`config.mk`:
```
export PLATFORM = sky130hd
export DESIGN_NAME = uart_tx_serializer
export DESIGN_NICKNAME = d
export VERILOG_FILES = /design/src/rtl/uart_tx_serializer.sv
export SDC_FILE = /design/constraint.sdc
export NUM_CORES = 1
export LEC_CHECK = 0
export BUFFER_PORTS_ARGS = -buffer_cell sky130_fd_sc_hd__buf_2
export CORE_MARGIN = 2
export CORE_UTILIZATION = 50
export CTS_BUF_LIST = sky130_fd_sc_hd__clkbuf_16
export DETAILED_ROUTE_END_ITERATION = 8
export GPL_TIMING_DRIVEN = 0
export PLACE_DENSITY = 0.71
export SLEW_MARGIN = 20
export SYNTH_ARGS = -nofsm -noshare
export SYNTH_HDL_FRONTEND = slang
export SYNTH_SLANG_ARGS = --single-unit
```
`constraint.sdc`:
```
create_clock -name clk -period 1.5 [get_ports clk]
set_input_delay 0.15 -clock clk [delete_from_list [all_inputs] [get_ports clk]]
set_output_delay 0.15 -clock clk [all_outputs]
set_load 0.02 [all_outputs]
```
`src/rtl/uart_tx_serializer.sv`:
```
// UART transmit serializer: accepts a parallel word over a valid/ready handshake
// and shifts it out as start bit, LSB-first data, optional parity and stop bits,
// one bit per baud_tick interval.
module uart_tx_serializer #(
    parameter int DATA_BITS  = 8,
    parameter int PARITY_EN  = 0,
    parameter int PARITY_ODD = 0,
    parameter int STOP_BITS  = 1
) (
    input  logic                 clk,
    input  logic                 rst_n,
    input  logic                 baud_tick,
    input  logic [DATA_BITS-1:0] tx_data,
    input  logic                 tx_valid,
    output logic                 tx_ready,
    output logic                 tx,
    output logic                 tx_busy,
    output logic                 tx_done
);

    localparam int   CNT_W    = $clog2(DATA_BITS + 1);
    localparam logic ODD_SEL  = (PARITY_ODD != 0);
    localparam logic HAS_PAR  = (PARITY_EN != 0);

    typedef enum logic [2:0] {
        IDLE,
        ARM,
        START,
        DATA,
        PARITY,
        STOP
    } state_t;

    state_t               state;
    state_t               state_nxt;
    logic [DATA_BITS-1:0] shift_reg;
    logic [CNT_W-1:0]     bit_cnt;
    logic                 parity_bit;
    logic                 data_last;
    logic                 stop_last;

    // bit_cnt counts data bits already on the line while in DATA, and
    // completed stop-bit intervals while in STOP.
    assign data_last = (bit_cnt == CNT_W'(DATA_BITS));
    assign stop_last = (bit_cnt == CNT_W'(STOP_BITS - 1));

    // State register.
    // NOTE: sequential state uses non-blocking assignments so every flop
    // samples pre-edge values regardless of statement order.
    always_ff @(posedge clk or negedge rst_n) begin
        if (!rst_n) begin
            state <= IDLE;
        end else begin
            state <= state_nxt;
        end
    end

    // Next-state logic; a tick coincident with acceptance is not seen because
    // acceptance happens in IDLE, which ignores baud_tick.
    // NOTE: the default assignment up front keeps this block free of latches.
    always_comb begin
        state_nxt = state;
        case (state)
            IDLE:    if (tx_valid)  state_nxt = ARM;
            ARM:     if (baud_tick) state_nxt = START;
            START:   if (baud_tick) state_nxt = DATA;
            DATA: begin
                if (baud_tick && data_last) begin
                    state_nxt = HAS_PAR ? PARITY : STOP;
                end
            end
            PARITY:  if (baud_tick) state_nxt = STOP;
            STOP:    if (baud_tick && stop_last) state_nxt = IDLE;
            default: state_nxt = IDLE;
        endcase
    end

    // Handshake outputs decoded from the current state.
    always_comb begin
        tx_ready = (state == IDLE);
        tx_busy  = (state != IDLE);
    end

    // Datapath: line register, shift register, bit counter and done pulse.
    // All line changes happen only on edges that consume a baud_tick.
    always_ff @(posedge clk or negedge rst_n) begin
        if (!rst_n) begin
            tx         <= 1'b1;
            tx_done    <= 1'b0;
            bit_cnt    <= '0;
            shift_reg  <= '0;
            parity_bit <= 1'b0;
        end else begin
            tx_done <= 1'b0;
            case (state)
                IDLE: begin
                    tx <= 1'b1;
                    if (tx_valid) begin
                        shift_reg  <= tx_data;
                        parity_bit <= (^tx_data) ^ ODD_SEL;
                        bit_cnt    <= '0;
                    end
                end
                ARM: begin
                    if (baud_tick) begin
                        tx <= 1'b0;
                    end
                end
                START: begin
                    if (baud_tick) begin
                        tx        <= shift_reg[0];
                        shift_reg <= shift_reg >> 1;
                        bit_cnt   <= CNT_W'(1);
                    end
                end
                DATA: begin
                    if (baud_tick) begin
                        if (data_last) begin
                            tx      <= HAS_PAR ? parity_bit : 1'b1;
                            bit_cnt <= '0;
                        end else begin
                            tx        <= shift_reg[0];
                            shift_reg <= shift_reg >> 1;
                            bit_cnt   <= bit_cnt + 1'b1;
                        end
                    end
                end
                PARITY: begin
                    if (baud_tick) begin
                        tx      <= 1'b1;
                        bit_cnt <= '0;
                    end
                end
                STOP: begin
                    if (baud_tick) begin
                        if (stop_last) begin
                            tx_done <= 1'b1;
                            bit_cnt <= '0;
                        end else begin
                            bit_cnt <= bit_cnt + 1'b1;
                        end
                    end
                end
                default: begin
                    tx <= 1'b1;
                end
            endcase
        end
    end

endmodule

```
==> results.md <==
- The number of violations reported at the end of detailed-routing iteration 0 is 19.
- The layout overhead on the synthesized area is 37.7%.
- From bottom edge to top edge, the die measures 50.2 µm.
- For this configuration, the core starts out at a cell density of 53.9%.
- The first detailed-routing pass ran for 4 iterations.
- Data arrives at the worst endpoint at 1820 ps.
- In this run the tool buffered the top-level ports with 14 buffer cells.
- The setup TNS after final layout is -1700 ps.
- The placed instance count is 141.
- The final wirelength is 2470 µm.
- In the finished design, the share of the clock period the worst path needs comes to 113%.
- Routability-driven placement finished with a final weighted congestion of 0.829.
- The share of layout cells above drive strength 1 is 50.4%.
- The shortest clock period the worst path allows after layout is 1690 ps.
- The number of vias after detailed routing is 901.
- The final instance area is 1470 µm².
- The critical path's largest stage delay is 350 ps.
- Tracing the worst setup path back leads to its startpoint at bit_cnt[0].
- The global routing usage summed across all routing layers is 20.9%.
- STA puts the critical path data required time at 1630 ps.
- After detailed routing, the number of vias per cell comes to 5.63.
- Clock tree synthesis inserted a total of 3 buffers.
- Synthesis inferred 17 register bits.
- The maximum fanout encountered on the critical timing path is 8.
- The average detailed-routed wire length per instance is 15.4 µm.
- The start-to-end type of the worst setup path is register to register.
- By area the synthesized netlist is led by dfrtp_1 38%, mux2_4 9.8%, mux2_1 6.3%.
- The highest-delay cell along the critical path is dfrtp_1.
- The first-pass GRT wire length is 4020 µm.
- The fraction of the yosys area taken by sequential cells is 40.0%.
- The count of yosys warnings during synthesis is 0.
- The floorplan row count is 16.
- The final net count is 149.
- The worst relative slew slack is 69.7%.
- In the synthesized netlist, the cells that appear most often are 16 x dfrtp_1, 7 x mux2_4, 6 x mux2_1, 6 x nand2_1, 5 x inv_1.
- The initial antenna violation count was 0.
- The signal on the critical path passes through inv_2 -> ha_4 -> and3b_2 -> o32ai_2 -> nand2b_1 -> buf_6 -> mux2_4.
- STA classifies the critical path endpoint as a register.
- The fmax is 0.592 GHz.
- The clock passes through at most 2 buffers.
- The via count of the first global-routing pass is 921.
- The netlist area before placement is 1070 µm².
- The distinct cell type count of the synthesized netlist is 39.
- In this run the number of H-tree levels came out at 1.
- The cell sitting at the root of the clock tree is a clkbuf_16.
- dfrtp_1 takes more of the synthesized area than any other cell.
- The startpoint identified for the worst register-to-register timing path is bit_cnt[0].
- The flow ran to the end, but the final reports show violations.
- The number of antenna diodes in the final layout is 0.
- The worst setup path is launched from a register.
- The TritonCTS clock tree is yes.
- When the netlist entered floorplanning its net count stood at 115.
- Setup violations remaining at the end of the flow were counted as 12.
- The synthesized design contains 0 enable-type register cells.
- The total overflow left after global routing is 0.
- The flip-flop count of the largest register after layout is 8.
- After clock tree synthesis, the clock-pin slew on the worst setup and hold paths is 50 ps.
- The number of pins with negative max-slew slack in the final report is 0.
- The die covers 2520 µm².
- The worst setup slack after layout is -189 ps.
- Entering global routing, the biggest net connects 18 pins.
- The cell family contributing the most delay on the critical path is flip-flops.
- The prevailing post-synth register cell is dfrtp_1.
- For this run, design rule violations remaining after detail routing come to 0.
- The estimated wirelength of the detail-placed design is 1480 µm.
- Clock skew on the completed layout was measured at 1.96 ps.
- The number of hold violations in the final report is 0.
- The total leakage power is 0.709 nW.
- At the pin with the least slew margin, the transition time is 455 ps.
- Setup repair after global routing could not meet its margin everywhere.
- The most common cell in the synthesized netlist is dfrtp_1.
- The average instance area after synthesis is 10.7 µm².
- Pin placement for this block handled 16 I/O pins.
- Once placement finished, the instance area stood at 1170 µm².
- The count of max-cap constraint violations is 0.
- At the end of the flow the core is filled with cells to 74.2%.
- Synthesis produced a netlist whose cell count is 100.
- The final reports fail on setup timing.
- In this run the power density over the cells is 2220 nW/µm².
- The detail route stage leaves a number of antenna-violating nets equal to 0.
- The class of the worst hold path is input pin to register.
- The worst reg-to-reg setup slack is -190 ps.
- The critical path contains buffers and inverters numbering 2 combined.
- The critical hold path startpoint is tx_data[0].
- The area inside the core boundary is 1980 µm².
- The non-filler instance count after layout is 160.
- The source-to-sink clock delay at the later pin of the worst-skew pair is 250 ps.
- Counting every sink on the clock net gives 17.
- Measured along the x axis, the die boundary spans 50.2 µm.
- The share of synthesized area in the top cell type comes to 37.5%.
- The peak supply drop is 1.32 mV.
- The share of flip-flops with an asynchronous set or reset is 100%.
## stage by stage
stage / total power, W / setup WS (ps) / hold WS (ps)
5_1_grt: 0.00349 / -259 / 254
4_1_cts: 0.00308 / -157 / 250
6_report: 0.00327 / -189 / 245
2_1_floorplan: 0.00194 / -119 / -146
3_3_place_gp: 0.00215 / -206 / 91.3
3_5_place_dp: 0.00221 / -225 / 91.8
## per-layer routing
| layer | track usage, % | up-vias | share of wire [%] |
|---|---|---|---|
| met2 | 37.3 | 19 | 52 |
| li1 | - | 426 | - |
| met4 | 8.80 | 0 | 1.0 |
| met3 | 2.68 | 4 | 2.8 |
| met1 | 25.1 | 452 | 44 |
| met5 | 0 | - | 0 |
## power breakdown
| part | switching [W] | internal, W |
|---|---|---|
| Sequential | 0.000160 | 0.000675 |
| Clock | 0.000168 | 0.000354 |
| Combinational | 0.000858 | 0.00105 |
| Total | 0.00119 | 0.00208 |
## kinds of logic after synthesis
logic type,count (synthesis),synth area share [%]
AOI/OAI and AO/OA,21,15.1
muxes,16,19.0
and+or+nand+nor,30,16.1
adders and majority gates,3,3.52
DFF,17,40.0
buffers and inverters,13,6.33
## tightest hold or removal path: cells and delay by family
kind / cells / cell delay [ps]
multiplexers: 2 / 220
buffers and inverters: 1 / 70
## repair_timing
| action | CTS | global route |
|---|---|---|
| hold buffers | 1 | 0 |
| buffers inserted | 11 | 3 |
| setup endpoints to repair | 14 | 15 |
| pin swaps | 3 | 2 |
| endpoints found under the hold margin | 16 | 0 |
| gates cloned | 0 | 0 |
| gates resized for setup | 16 | 8 |
## worst paths after layout
path / endpoint / depth (start not counted)
setup / recovery: shift_reg[2] / 7
hold / removal: shift_reg[0] / 3
setup reg to reg: shift_reg[2] / 7
hold reg to reg: shift_reg[5] / 1
max in group asynchronous: tx / 2
min in group asynchronous: shift_reg[3] / 2
## placed cells by master (no fill, tap or decap), types with 4 or more instances in the layout
| cell type | instances |
|---|---|
| buf_2 | 13 |
| buf_4 | 15 |
| buf_6 | 4 |
| dfrtp_1 | 15 |
| inv_2 | 5 |
| mux2_1 | 6 |
| mux2_4 | 7 |
| nand2_1 | 6 |
| nor2_1 | 4 |
## final cells by class
class,instances,area (µm²)
Buffer,6,55.1
Clock buffer,3,75.1
Clock inverter,1,3.75
Fill cell,126,512
Inverter,7,26.3
Multi-Input combinational cell,70,653
Sequential cell,17,428
Tap cell,27,33.8
Timing Repair Buffer,29,195
Note: power is estimated with default switching activity, not from simulation.
